`src/rtl/maze_cmd_pkg.sv`:
```
// Shared types and constants for the maze command sequencer.
// The opcode, heading and acknowledge values match the RemoteComm command set.
package maze_cmd_pkg;

  typedef enum logic [1:0] {
    ERR_NONE     = 2'b00,
    ERR_SENT_TMO = 2'b01,
    ERR_RESP_TMO = 2'b10,
    ERR_BAD_RESP = 2'b11
  } err_code_e;

  typedef enum logic [2:0] {
    ST_IDLE,
    ST_SEND,
    ST_WAIT_SENT,
    ST_WAIT_RESP,
    ST_NEXT,
    ST_DONE,
    ST_ERR
  } state_e;

  localparam logic [3:0]  CMD_CAL  = 4'h0;
  localparam logic [3:0]  CMD_HDG  = 4'h2;
  localparam logic [3:0]  CMD_MOVE = 4'h4;

  localparam logic [11:0] HDG_N = 12'h000;
  localparam logic [11:0] HDG_W = 12'h3FF;
  localparam logic [11:0] HDG_E = 12'hC00;

  localparam logic [7:0]  RESP_ACK = 8'hA5;

endpackage

```
`src/rtl/seq_timeout.sv`:
```
// Saturating phase timer: cleared on clr, otherwise counts up to LIMIT-1 and holds.
// expired is high while the count sits at LIMIT-1.
module seq_timeout #(
  parameter int unsigned LIMIT = 2560000
) (
  input  logic clk,
  input  logic rst_n,
  input  logic clr,
  output logic expired
);

  localparam int W = (LIMIT > 1) ? $clog2(LIMIT) : 1;
  localparam logic [W-1:0] LAST = W'(LIMIT - 1);

  logic [W-1:0] count_q, count_d;

  always_comb begin
    count_d = count_q;
    if (clr) begin
      count_d = '0;
    end else if (count_q != LAST) begin
      count_d = count_q + W'(1);
    end
  end

  always_ff @(posedge clk or negedge rst_n) begin
    if (!rst_n) begin
      count_q <= '0;
    end else begin
      count_q <= count_d;
    end
  end

  assign expired = (count_q == LAST);

endmodule

```
`src/rtl/cmd_sequencer.sv`:
```
// Script player for the RemoteComm command interface: sends each loaded command,
// waits for cmd_sent then resp_rdy under timeouts, and halts on the first fault.
module cmd_sequencer
  import maze_cmd_pkg::*;
#(
  parameter int unsigned          CMD_W    = 16,
  parameter int unsigned          RESP_W   = 8,
  parameter int unsigned          DEPTH    = 16,
  parameter int unsigned          TMO_CYC  = 2560000,
  parameter logic [RESP_W-1:0]    EXP_RESP = RESP_ACK
) (
  input  logic                      clk,
  input  logic                      rst_n,
  input  logic                      ld_en,
  input  logic [CMD_W-1:0]          ld_data,
  input  logic                      clr,
  input  logic                      start,
  output logic [CMD_W-1:0]          cmd,
  output logic                      send_cmd,
  input  logic                      cmd_sent,
  input  logic                      resp_rdy,
  input  logic [RESP_W-1:0]         resp,
  output logic                      busy,
  output logic                      done,
  output logic                      err,
  output logic [1:0]                err_code,
  output logic [$clog2(DEPTH)-1:0]  err_idx,
  output logic [$clog2(DEPTH):0]    cnt,
  output logic                      full
);

  localparam int IW = $clog2(DEPTH);
  localparam int CW = IW + 1;

  logic [CMD_W-1:0] mem [DEPTH];

  state_e           state_q, state_d;
  logic [IW-1:0]    idx_q, idx_d;
  logic [CW-1:0]    cnt_q, cnt_d;
  logic [CMD_W-1:0] cmd_q, cmd_d;
  logic             send_q, send_d;
  logic             busy_q, busy_d;
  logic             done_q, done_d;
  logic             err_q, err_d;
  err_code_e        err_code_q, err_code_d;
  logic [IW-1:0]    err_idx_q, err_idx_d;
  logic             sent_prev_q, rdy_prev_q;
  logic             sent_edge, rdy_edge, tmo_expired, tmo_clr, wr_en;

  assign sent_edge = cmd_sent & ~sent_prev_q;
  assign rdy_edge  = resp_rdy & ~rdy_prev_q;
  assign full      = (cnt_q == CW'(DEPTH));
  assign wr_en     = (state_q == ST_IDLE) && ld_en && !clr && !full;
  // Every state change starts a fresh wait window for the shared timer.
  assign tmo_clr   = (state_d != state_q);

  seq_timeout #(.LIMIT(TMO_CYC)) u_timeout (
    .clk     (clk),
    .rst_n   (rst_n),
    .clr     (tmo_clr),
    .expired (tmo_expired)
  );

  always_comb begin
    state_d    = state_q;
    idx_d      = idx_q;
    cnt_d      = cnt_q;
    cmd_d      = cmd_q;
    busy_d     = busy_q;
    done_d     = done_q;
    err_d      = err_q;
    err_code_d = err_code_q;
    err_idx_d  = err_idx_q;
    case (state_q)
      ST_IDLE: begin
        if (clr) begin
          cnt_d = '0;
        end else if (ld_en && !full) begin
          cnt_d = cnt_q + CW'(1);
        end
        // Playback length follows whatever the buffer holds after this cycle's load/clear.
        if (start) begin
          done_d     = 1'b0;
          err_d      = 1'b0;
          err_code_d = ERR_NONE;
          err_idx_d  = '0;
          idx_d      = '0;
          busy_d     = 1'b1;
          state_d    = (cnt_d == '0) ? ST_DONE : ST_SEND;
        end
      end
      ST_SEND: state_d = ST_WAIT_SENT;
      ST_WAIT_SENT: begin
        if (sent_edge) begin
          state_d = ST_WAIT_RESP;
        end else if (tmo_expired) begin
          err_code_d = ERR_SENT_TMO;
          state_d    = ST_ERR;
        end
      end
      ST_WAIT_RESP: begin
        if (rdy_edge) begin
          if (resp == EXP_RESP) begin
            state_d = ST_NEXT;
          end else begin
            err_code_d = ERR_BAD_RESP;
            state_d    = ST_ERR;
          end
        end else if (tmo_expired) begin
          err_code_d = ERR_RESP_TMO;
          state_d    = ST_ERR;
        end
      end
      ST_NEXT: begin
        if ({1'b0, idx_q} == (cnt_q - CW'(1))) begin
          state_d = ST_DONE;
        end else begin
          idx_d   = idx_q + IW'(1);
          state_d = ST_SEND;
        end
      end
      ST_DONE: begin
        done_d  = 1'b1;
        busy_d  = 1'b0;
        state_d = ST_IDLE;
      end
      ST_ERR: begin
        err_d     = 1'b1;
        busy_d    = 1'b0;
        err_idx_d = idx_q;
        state_d   = ST_IDLE;
      end
      default: state_d = ST_IDLE;
    endcase
    send_d = (state_d == ST_SEND);
    if (state_d == ST_SEND) begin
      cmd_d = mem[idx_d];
    end
  end

  always_ff @(posedge clk) begin
    if (wr_en) begin
      mem[cnt_q[IW-1:0]] <= ld_data;
    end
  end

  always_ff @(posedge clk or negedge rst_n) begin
    if (!rst_n) begin
      state_q     <= ST_IDLE;
      idx_q       <= '0;
      cnt_q       <= '0;
      cmd_q       <= '0;
      send_q      <= 1'b0;
      busy_q      <= 1'b0;
      done_q      <= 1'b0;
      err_q       <= 1'b0;
      err_code_q  <= ERR_NONE;
      err_idx_q   <= '0;
      sent_prev_q <= 1'b0;
      rdy_prev_q  <= 1'b0;
    end else begin
      state_q     <= state_d;
      idx_q       <= idx_d;
      cnt_q       <= cnt_d;
      cmd_q       <= cmd_d;
      send_q      <= send_d;
      busy_q      <= busy_d;
      done_q      <= done_d;
      err_q       <= err_d;
      err_code_q  <= err_code_d;
      err_idx_q   <= err_idx_d;
      sent_prev_q <= cmd_sent;
      rdy_prev_q  <= resp_rdy;
    end
  end

  assign cmd      = cmd_q;
  assign send_cmd = send_q;
  assign busy     = busy_q;
  assign done     = done_q;
  assign err      = err_q;
  assign err_code = err_code_q;
  assign err_idx  = err_idx_q;
  assign cnt      = cnt_q;

endmodule

```
`config.mk`:
```
export PLATFORM = sky130hd
export DESIGN_NAME = cmd_sequencer
export DESIGN_NICKNAME = d
export VERILOG_FILES = /design/src/rtl/maze_cmd_pkg.sv /design/src/rtl/seq_timeout.sv /design/src/rtl/cmd_sequencer.sv
export SDC_FILE = /design/constraint.sdc
export NUM_CORES = 1
export LEC_CHECK = 0
export CAP_MARGIN = 10
export CORE_MARGIN = 3
export CORE_UTILIZATION = 50
export DETAILED_ROUTE_END_ITERATION = 8
export GPL_ROUTABILITY_DRIVEN = 0
export PLACE_DENSITY = 0.71
export SLEW_MARGIN = 10
export SYNTH_ARGS = -nofsm -noshare
export SYNTH_HDL_FRONTEND = slang
export SYNTH_SLANG_ARGS = --single-unit
```
`constraint.sdc`:
```
create_clock -name clk -period 6.7 [get_ports clk]
set_clock_uncertainty 0.2 [all_clocks]
set_input_delay 1.675 -clock clk [delete_from_list [all_inputs] [get_ports clk]]
set_output_delay 1.675 -clock clk [all_outputs]
set_load 0.02 [all_outputs]
```
## Word-level counts from Yosys, hierarchy flattened

Memory sizes are Yosys's and may differ from the RTL's. A register that Yosys moved wholly into a read port is not among the register bits.
Index checks and enable logic that the tools add are counted.

- Order comparisons: 0
- Reductions and logical operators: 19
- Add/subtract/negate cells: 4
- Shift-type cells: 0
- Bitwise gates (word level): 4
- Div/mod/pow operators: 0
- Eq/ne operators: 18
- Multipliers: 0
- Multiplexer cells: 32

Operators with widths:

| kind | number |
|---|---|
| two-way mux 22 bit | 2 |
| adder 22 x 1 -> 22 bit (second input constant) | 1 |
| == test 22 bit (second input constant) | 1 |
| inequality test 22 bit (second input constant) | 1 |
| two-way mux 3 bit | 6 |
| one-hot mux 4 bit (2 select lines) | 2 |
| two-way mux 5 bit | 3 |
| one-hot mux 3 bit (5 select lines) | 1 |
| two-way mux 2 bit | 7 |
| two-way mux 4 bit | 3 |
| == test 3 bit (second input constant) | 3 |
| == test 8 bit (second input constant) | 1 |
| nonzero test 2 bit | 4 |
| == test 3 x 1 -> 1 bit (second input constant) | 2 |
| == test 3 x 2 -> 1 bit (second input constant) | 2 |
| inequality test 2 bit (second input constant) | 3 |
| inequality test 3 bit (second input constant) | 2 |
| one-hot mux 1 bit (2 select lines) | 3 |
| one-hot mux 2 bit (3 select lines) | 1 |
| AND reduction 2 bit | 3 |
| AND reduction 6 bit | 1 |
| adder 5 x 1 -> 5 bit (second input constant) | 1 |
| == test 4 x 5 -> 1 bit | 1 |
| == test 5 bit (second input constant) | 1 |
| 12 further kinds | 22 |

- Flip-flop bits (word level): 46
- Output and inout bits: 32
- ROM bits: 0
- Memories kept: 1
- Bits in latches: 0
- Word-level logic and storage cells: 90
- Bits in writable memories: 256
- Bits of input ports: 31

Memory list:

| name | depth | bits a word | rd ports | clocked after Yosys merged registers in | write ports | line | RTL |
|---|---|---|---|---|---|---|---|
| mem | 16 | 16 | 1 | 1 | 1 | cmd_sequencer.sv:35 | `logic [CMD_W-1:0] mem [DEPTH];` |

## Depth between registers and ports, before layout

Gate-level depths: netlist of the first run.

- Depth in word-level cells: 12
- Gate-level depth with buffers: 13
- Mapped depth without buffers: 12

## Modules after synthesis

A second synthesis of the first run with hierarchy kept.

- Cells, all modules: 932
- Area total of the unflattened synthesis: 13802.0 sq um

Modules (own cells, without submodules):

| module | cells each | area each (sq um) | sequential area each (sq um) | instances |
|---|---|---|---|---|
| cmd_sequencer | 796 | 12533.3 | 8688.3 | 1 |
| seq_timeout | 136 | 1268.7 | 550.5 | 1 |

## Worst setup path after synthesis of the first run

Ideal clock, no wire load.

- Path kind: input-to-reg
- Start point: input port ld_en
- End point: memory mem[3][0] (enable)
- Required time: 6.091 ns
- Setup slack: 2.584 ns
- Path buffers: 0
- Arrival: 3.507 ns
- Cell stages on the path: 4
- Library setup time: 0.409 ns
- Cell sequence: nand2b_1 -> nor3_1 -> nand2_1 -> nor3_1

- Word-level cells in the longest chain between the ends: 5

RTL lines:

| item | line | RTL |
|---|---|---|
| from (decl) | cmd_sequencer.sv:14 | `input logic ld_en,` |
| logical AND 1 bit (3 in a row) | cmd_sequencer.sv:53 | `assign wr_en = (state_q == ST_IDLE) && ld_en && !clr && !full;` |
| two-way mux 1 bit | cmd_sequencer.sv:142 | `if (wr_en) begin` |
| two-way mux 1 bit (implied by the code) | cmd_sequencer.sv:143 | `mem[cnt_q[IW-1:0]] <= ld_data;` |
| to (decl) | cmd_sequencer.sv:35 |  |

Every way passes these cells.

## Worst setup path in the final report of the first run

- Start point: input port ld_en
- End point: memory mem[3][15] (enable)

Same word-level chain as after synthesis.

==> qor.yml, run 1 <==
logic_synthesis:
  synth_top_cell_by_area: "edfxtp_1"
  syn-cell-area_um2: 13300
  synth-main-ff-cell: "edfxtp_1"
  synth_seq_cells: 318
  syn_nets: 921
  synthArstFlopShare_pct: 19.5
  syn_inst: 884
  avgSynthCellArea_um2: 15.0
  synth_edf_count: 256
  yosys-top-cells-area: "edfxtp_1 (58%), dfrtp_1 (12%), mux2i_1 (9.7%), a211o_1 (1.8%), a211oi_1 (1.8%)"
  synth_cell_types: 63
  yosysWarningCount: 0
  yosysSeqAreaShare_pct: 69.5
  synth_top_area_share_pct: 57.8
worst_setup_path:
  criticalPathCategory: "in2reg"
  ff2ff_setup_slack_ns: 2.46
  crit_required_ns: 6.68
  endpoint_kind: "register"
  critPathLaunchType: "input port"
  r2r_end: "cmd[13]"
  critPathMaxFanout: 9
  arrival_ns: 4.49
  cp_cell_sequence: "clkdlybuf4s50_1, nand2b_1, nor3_1, nand2_1, nor3_2, buf_4"
  reg2reg_depth: 10
  reg2reg_from: "cnt[0]"
  startpoint: "ld_en"
  max_stage_delay_ns: 0.79
  cp_slowest_cell: "nor3_2"
clock_tree:
  ctsResizeCount: 0
  clkTransAtPathRegs_ns: 0.06
  clockRootBuffer: "clkbuf_16"
  clock_sinks: 318
  ctsHoldBuffers: 0
  insertion_delay_ns: 0.51
  cts_buffer_depth: 3
  h-tree-depth: 2
  numCtsBuffers: 34
  cts_tree: "yes"
  cts_setup_buffers: 0
finish:
  design_area_um2: 15400
  antenna_cells: 0
  drive_gt1_share_pct: 10.5
  fill_cells: 1916
  nets: 993
  final-seq-area_um2: 9240
  multi_input_area_um2: 3840
  area_growth_pct: 16.0
sta:
  fmax_mhz: 222
  drv_slew: 0
  min_period_over_period_pct: 67.2
  rsz0062_at_grt: "false"
  finalHoldViolCount: 0
  setup_viol: 0
  setup_tns_ns: 0
  tightest_slew_ns: 1.18
  min_period_ns: 4.50
  relSlewSlack_pct: 21.0
placement:
  dp_hpwl_mm: 17.0
  portBuffers: 62
  dpl-instance-area_um2: 14300
hold_path:
  whs_path_depth: 2
  min_path_type: "reg2reg"
  hold_end: "busy"
  hp-start: "busy"
routing:
  first_iter_violations: 759
  ant_nets: 0
  dr.pass1.iters: 5
  routed_wl_mm: 28.9
  drc: 0
  vias: 7727
  wl_per_cell_um: 22.0
  drt-vias-per-instance: 5.88
die:
  num_rows: 59
  dieArea_um2: 28600
  fp.dieH_um: 169
  core-area_um2: 26100
  start_util_pct: 51.0
  die_w_um: 169
  ioPinCount: 63
power:
  seqPwrFrac_pct: 42.3
  power.leakage_uw: 0.00555
  power_density_nw_per_um2: 364
  ir_worst_vdd_mv: 0.268
  swShare_pct: 29.5
  switching_power_uw: 1660
  p_int_uw: 3950
  p_clk_share_pct: 33.4
  comb_power_share_pct: 24.3
global_routing:
  grt_pass1_wl_mm: 44.2
  antenna_found_initial: 0
  overflow: 0
  grt_max_degree: 90
  track_usage_pct: 20.1
  grt_pass1_vias: 7592
run_status:
  status: "completed"
flow_run:
  maxCapViolations: 0
layer usage:
layer,track usage [%],vias to the layer above,wire (um)
met2,32.4,271,13600
met3,3.41,51,1800
met4,6.67,0,786
li1,-,3519,-
met1,28.2,3886,12700
met5,0,-,0
registers in the layout (all words and copies together) (netlist names), 2 cells and up:
signal             count
state_q                3
cnt                    5
cmd                   16
err_idx                4
mem                  256
idx_q                  4
u_timeout.count_q     22
err_code               2
kinds of logic (layout without fill, tap and decap cells):
logic type               count (synthesis)  after routing  share of synthesized area, %
flip-flops                             318            318                          69.5
AND/OR/NAND/NOR                        219            219                          8.44
multiplexers                           136            136                          10.3
AO/OA/AOI/OAI                          125            125                          7.21
buffers and inverters                   53            149                          2.01
XOR/XNOR                                27             27                          1.94
adder cells (fa/ha/maj)                  6              6                         0.565
worst max-delay path: cells and delay by family:
kind | cells | cell delay (ns)
simple gates | 4 | 1.86
buf+inv | 2 | 0.94
synth_stat cells, drive strengths merged, types with 2 or more instances:
cell and instances:
nor4bb 2, a41oi 4, and2 31, o21a 2, nor2 62, o21bai 2
a22o 2, o211ai 2, mux2i 129, nor3 13, nor4 2, clkbuf 14
a211o 28, o21ai 11, a31oi 2, nand4 19, a21oi 13, inv 11
dfrtp 62, buf 28, mux2 7, nand2b 4, nand3 19, a22oi 16
a211oi 32, xnor2 8, o22ai 4, nor2b 6, nand2 46, xor2 18
and3 3, ha 6, nor4b 2, nand3b 3, edfxtp 256
worst max path at each step:
stage	to	slack, ns	cells after the start
after floorplan	mem[3][0]	2.58	4
final	mem[3][15]	2.20	6
after CTS	mem[3][15]	2.25	6
after detailed placement	mem[3][6]	1.74	6
after global routing	mem[3][15]	2.04	6
after global placement	mem[3][6]	1.76	6
area by class of cell:
type                       count  area share (%)
inverter                      11           0.268
clock buffer                  47            6.10
timing repair buffer          78            4.93
multi-input combinational    513            24.9
clock inverter                13            1.16
tap                          335            2.72
sequential                   318            59.9
cells in the final DEF, fill, tap and decap left out, drive strengths merged, types with 28 or more instances in the layout:
cell	instances
edfxtp	256
dfrtp	62
nor2	62
clkdlybuf4s50	61
mux2i	129
nand2	46
a211oi	32
clkbuf	47
a211o	28
and2	31
per-stage QoR:
| step | hold slack, ns | total power (uW) | utilization [%] | setup WS (ns) | std cells |
|---|---|---|---|---|---|
| after global placement | 0.282 | 3770 | 54.9 | 1.76 | 1255 |
| final | 0.303 | 5610 | 59.2 | 2.20 | 1315 |
| after CTS | 0.301 | 5650 | 59.2 | 2.25 | 1315 |
| after detailed placement | 0.285 | 3780 | 54.9 | 1.74 | 1255 |
| after global routing | 0.336 | 5860 | 59.2 | 2.04 | 1315 |
| after floorplan | 0.297 | 3350 | - | 2.58 | 884 |
power groups by stage:
stage | sequential (uW) | combinational, uW | clock, uW
2_1_floorplan | 2440 | 910 | 0
4_1_cts | 2370 | 1380 | 1910
5_1_grt | 2390 | 1480 | 1990
3_3_place_gp | 2410 | 1350 | 0
6_report | 2370 | 1360 | 1870
3_5_place_dp | 2410 | 1370 | 0
(Power assumes the default switching activity.)
==> inputs of run 2 (changes only) <==
- clock period: 6.7 -> 4.24 ns (I/O delays scaled with it)
==> run 2 against run 1 <==
- hold slack worse by 0.0062 ns
- sequential power increased by 57%
- design area up 1.4%
- core utilization increased by 0.80 points
==> qor.yml, run 2 (synthesis gave the netlist of run 1 again) <==
clock_tree:
  insertion_delay_ns: 0.51  # about the same
  h-tree-depth: 2  # unchanged
  cts_buffer_depth: 3  # unchanged
  ctsResizeCount: 0  # unchanged
  cts_tree: "yes"  # unchanged
  clock_sinks: 318  # unchanged
  clockRootBuffer: "clkbuf_16"  # unchanged
  cts_setup_buffers: 0  # unchanged
  clkTransAtPathRegs_ns: 0.06  # about the same
  ctsHoldBuffers: 0  # unchanged
  numCtsBuffers: 34  # unchanged
finish:
  drive_gt1_share_pct: 13.0  # was 10.5%
  area_growth_pct: 17.6  # was 16.0%
  final_common_cell: "edfxtp_1"  # unchanged
  fill_cells: 1933  # was 1,916
  antenna_cells: 0  # unchanged
  utilization_pct: 60.0  # was 59.2%
  largest_reg_flops: 256  # unchanged
  mostFrequentLayoutCells: "edfxtp_1 (256), mux2i_1 (129), dfrtp_1 (62), clkdlybuf4s50_1 (61), nor2_1 (49)"  # unchanged
  nets: 1014  # was 993
worst_setup_path:
  criticalPathCategory: "reg2reg"  # was in2reg
  critPathLaunchType: "register"  # was input port
  crit_family: "multiplexers"  # was simple AND/OR/NAND/NOR gates
  arrival_ns: 3.72  # was 4.49 ns
  critPathMaxFanout: 11  # was 9
  ff2ff_setup_slack_ns: 0.69  # was 2.46 ns
  timing.critical_path.buf_inv: 2  # unchanged
  cp_common_cell: "mux2_2"
  cp_slowest_cell: "mux2_2"  # was nor3_2
  max_stage_delay_ns: 0.42  # was 0.79 ns
  cp_cell_sequence: "inv_1, ha_1, nor3b_4, xor2_2, o41ai_2, mux2_2, nand2_4, buf_4, mux2_2, a211oi_1, a31oi_1"  # was clkdlybuf4s50_1, nand2b_1, nor3_1, nand2_1, nor3_2, buf_4
  reg2reg_from: "cnt[0]"  # unchanged
  crit_required_ns: 4.41  # was 6.68 ns
  startpoint: "cnt[0]"  # was ld_en
  endpoint_kind: "register"  # unchanged
power:
  ir_worst_vdd_mv: 0.391  # was 0.268 mV
  power.leakage_uw: 0.00568  # was 0.00555 uW
  power_density_nw_per_um2: 573  # was 364 nW/um^2
global_routing:
  use_met2_pct: 33.7  # was 32.4%
  grt_pass1_vias: 7666  # was 7,592
  overflow: 0  # unchanged
  grt_max_degree: 89  # was 90
  track_usage_pct: 20.4  # was 20.1%
  busiest_layer: "met2"  # unchanged
  antenna_found_initial: 0  # unchanged
  grt_pass1_wl_mm: 45.0  # was 44.2 mm
  globalRouteMet3Util_pct: 3.18  # was 3.41%
  grt.met1_usage_pct: 28.7  # was 28.2%
routing:
  drt-vias-per-instance: 5.82  # was 5.88
  wl_per_cell_um: 21.6  # was 22.0 um
  vias: 7788  # was 7,727
  routed_wl_mm: 28.9  # about the same
  first_iter_violations: 702  # was 759
  drc: 0  # unchanged
  ant_nets: 0  # unchanged
  dr.pass1.iters: 5  # unchanged
run_status:
  status: "completed"  # unchanged
die:
  start_util_pct: 51.0  # unchanged
  die_w_um: 169  # unchanged
  ioPinCount: 63  # unchanged
  num_rows: 59  # unchanged
  core-area_um2: 26100  # unchanged
  dieArea_um2: 28600  # unchanged
  fp.dieH_um: 169  # unchanged
placement:
  dp_hpwl_mm: 17.6  # was 17.0 mm
  portBuffers: 62  # unchanged
sta:
  min_period_over_period_pct: 83.6
  setup_tns_ns: 0  # unchanged
  min_period_ns: 3.55
  tightest_slew_ns: 0.791  # was 1.18 ns
  fmax_mhz: 282
  finalHoldViolCount: 0  # unchanged
  setup_viol: 0  # unchanged
  relSlewSlack_pct: 47.1  # was 21.0%
  rsz0062_at_grt: "false"  # unchanged
  drv_slew: 0  # unchanged
flow_run:
  maxCapViolations: 0  # unchanged
hold_path:
  min_path_type: "in2async"  # was reg2reg
## run 2: cell type report
cell class	instances	area (um^2)	share of cell area, %
Multi-Input combinational cell	513	3840	24.5
Tap cell	335	419	2.68
Sequential cell	318	9240	59.1
Timing Repair Buffer	99	956	6.12
Clock buffer	40	893	5.72
Inverter	11	41.3	0.264
Clock inverter	22	245	1.57
## run 2: per-stage QoR
step	setup slack (ns)	hold WS, ns	cell area [um^2]	total power, uW	std cells
after floorplan	0.401	0.297	13300	5290	884
after global routing	0.519	0.309	15600	9360	1338
final	0.694	0.297	15600	8960	1338
after CTS	0.673	0.299	15600	9030	1338
after global placement	0.401	0.279	14500	6030	1276
after detailed placement	0.294	0.295	14500	6060	1276
## run 2: worst paths after layout
| path | to | depth (start not counted) |
|---|---|---|
| setup / recovery | cmd[3] | 11 |
| hold / removal | state_q[2] | 1 |
| setup reg to reg | cmd[3] | 11 |
| hold reg to reg | busy | 2 |
| max in group asynchronous | u_timeout.count_q[14] | 2 |
| min in group clk | busy | 2 |
## run 2: power breakdown
part	internal [uW]	leakage, uW	total, uW	switching, uW
clock	1770	0.000556	2960	1190
sequential	3550	0.00312	3730	186
combinational	956	0.00201	2260	1310
total	6270	0.00568	8960	2680
## run 2: metal layers
| metal | wire length (um) | part of all wire, % |
|---|---|---|
| met4 | 575 | 2.0 |
| met3 | 1540 | 5.3 |
| met2 | 14100 | 49 |
| met1 | 12800 | 44 |
| met5 | 0 | 0 |
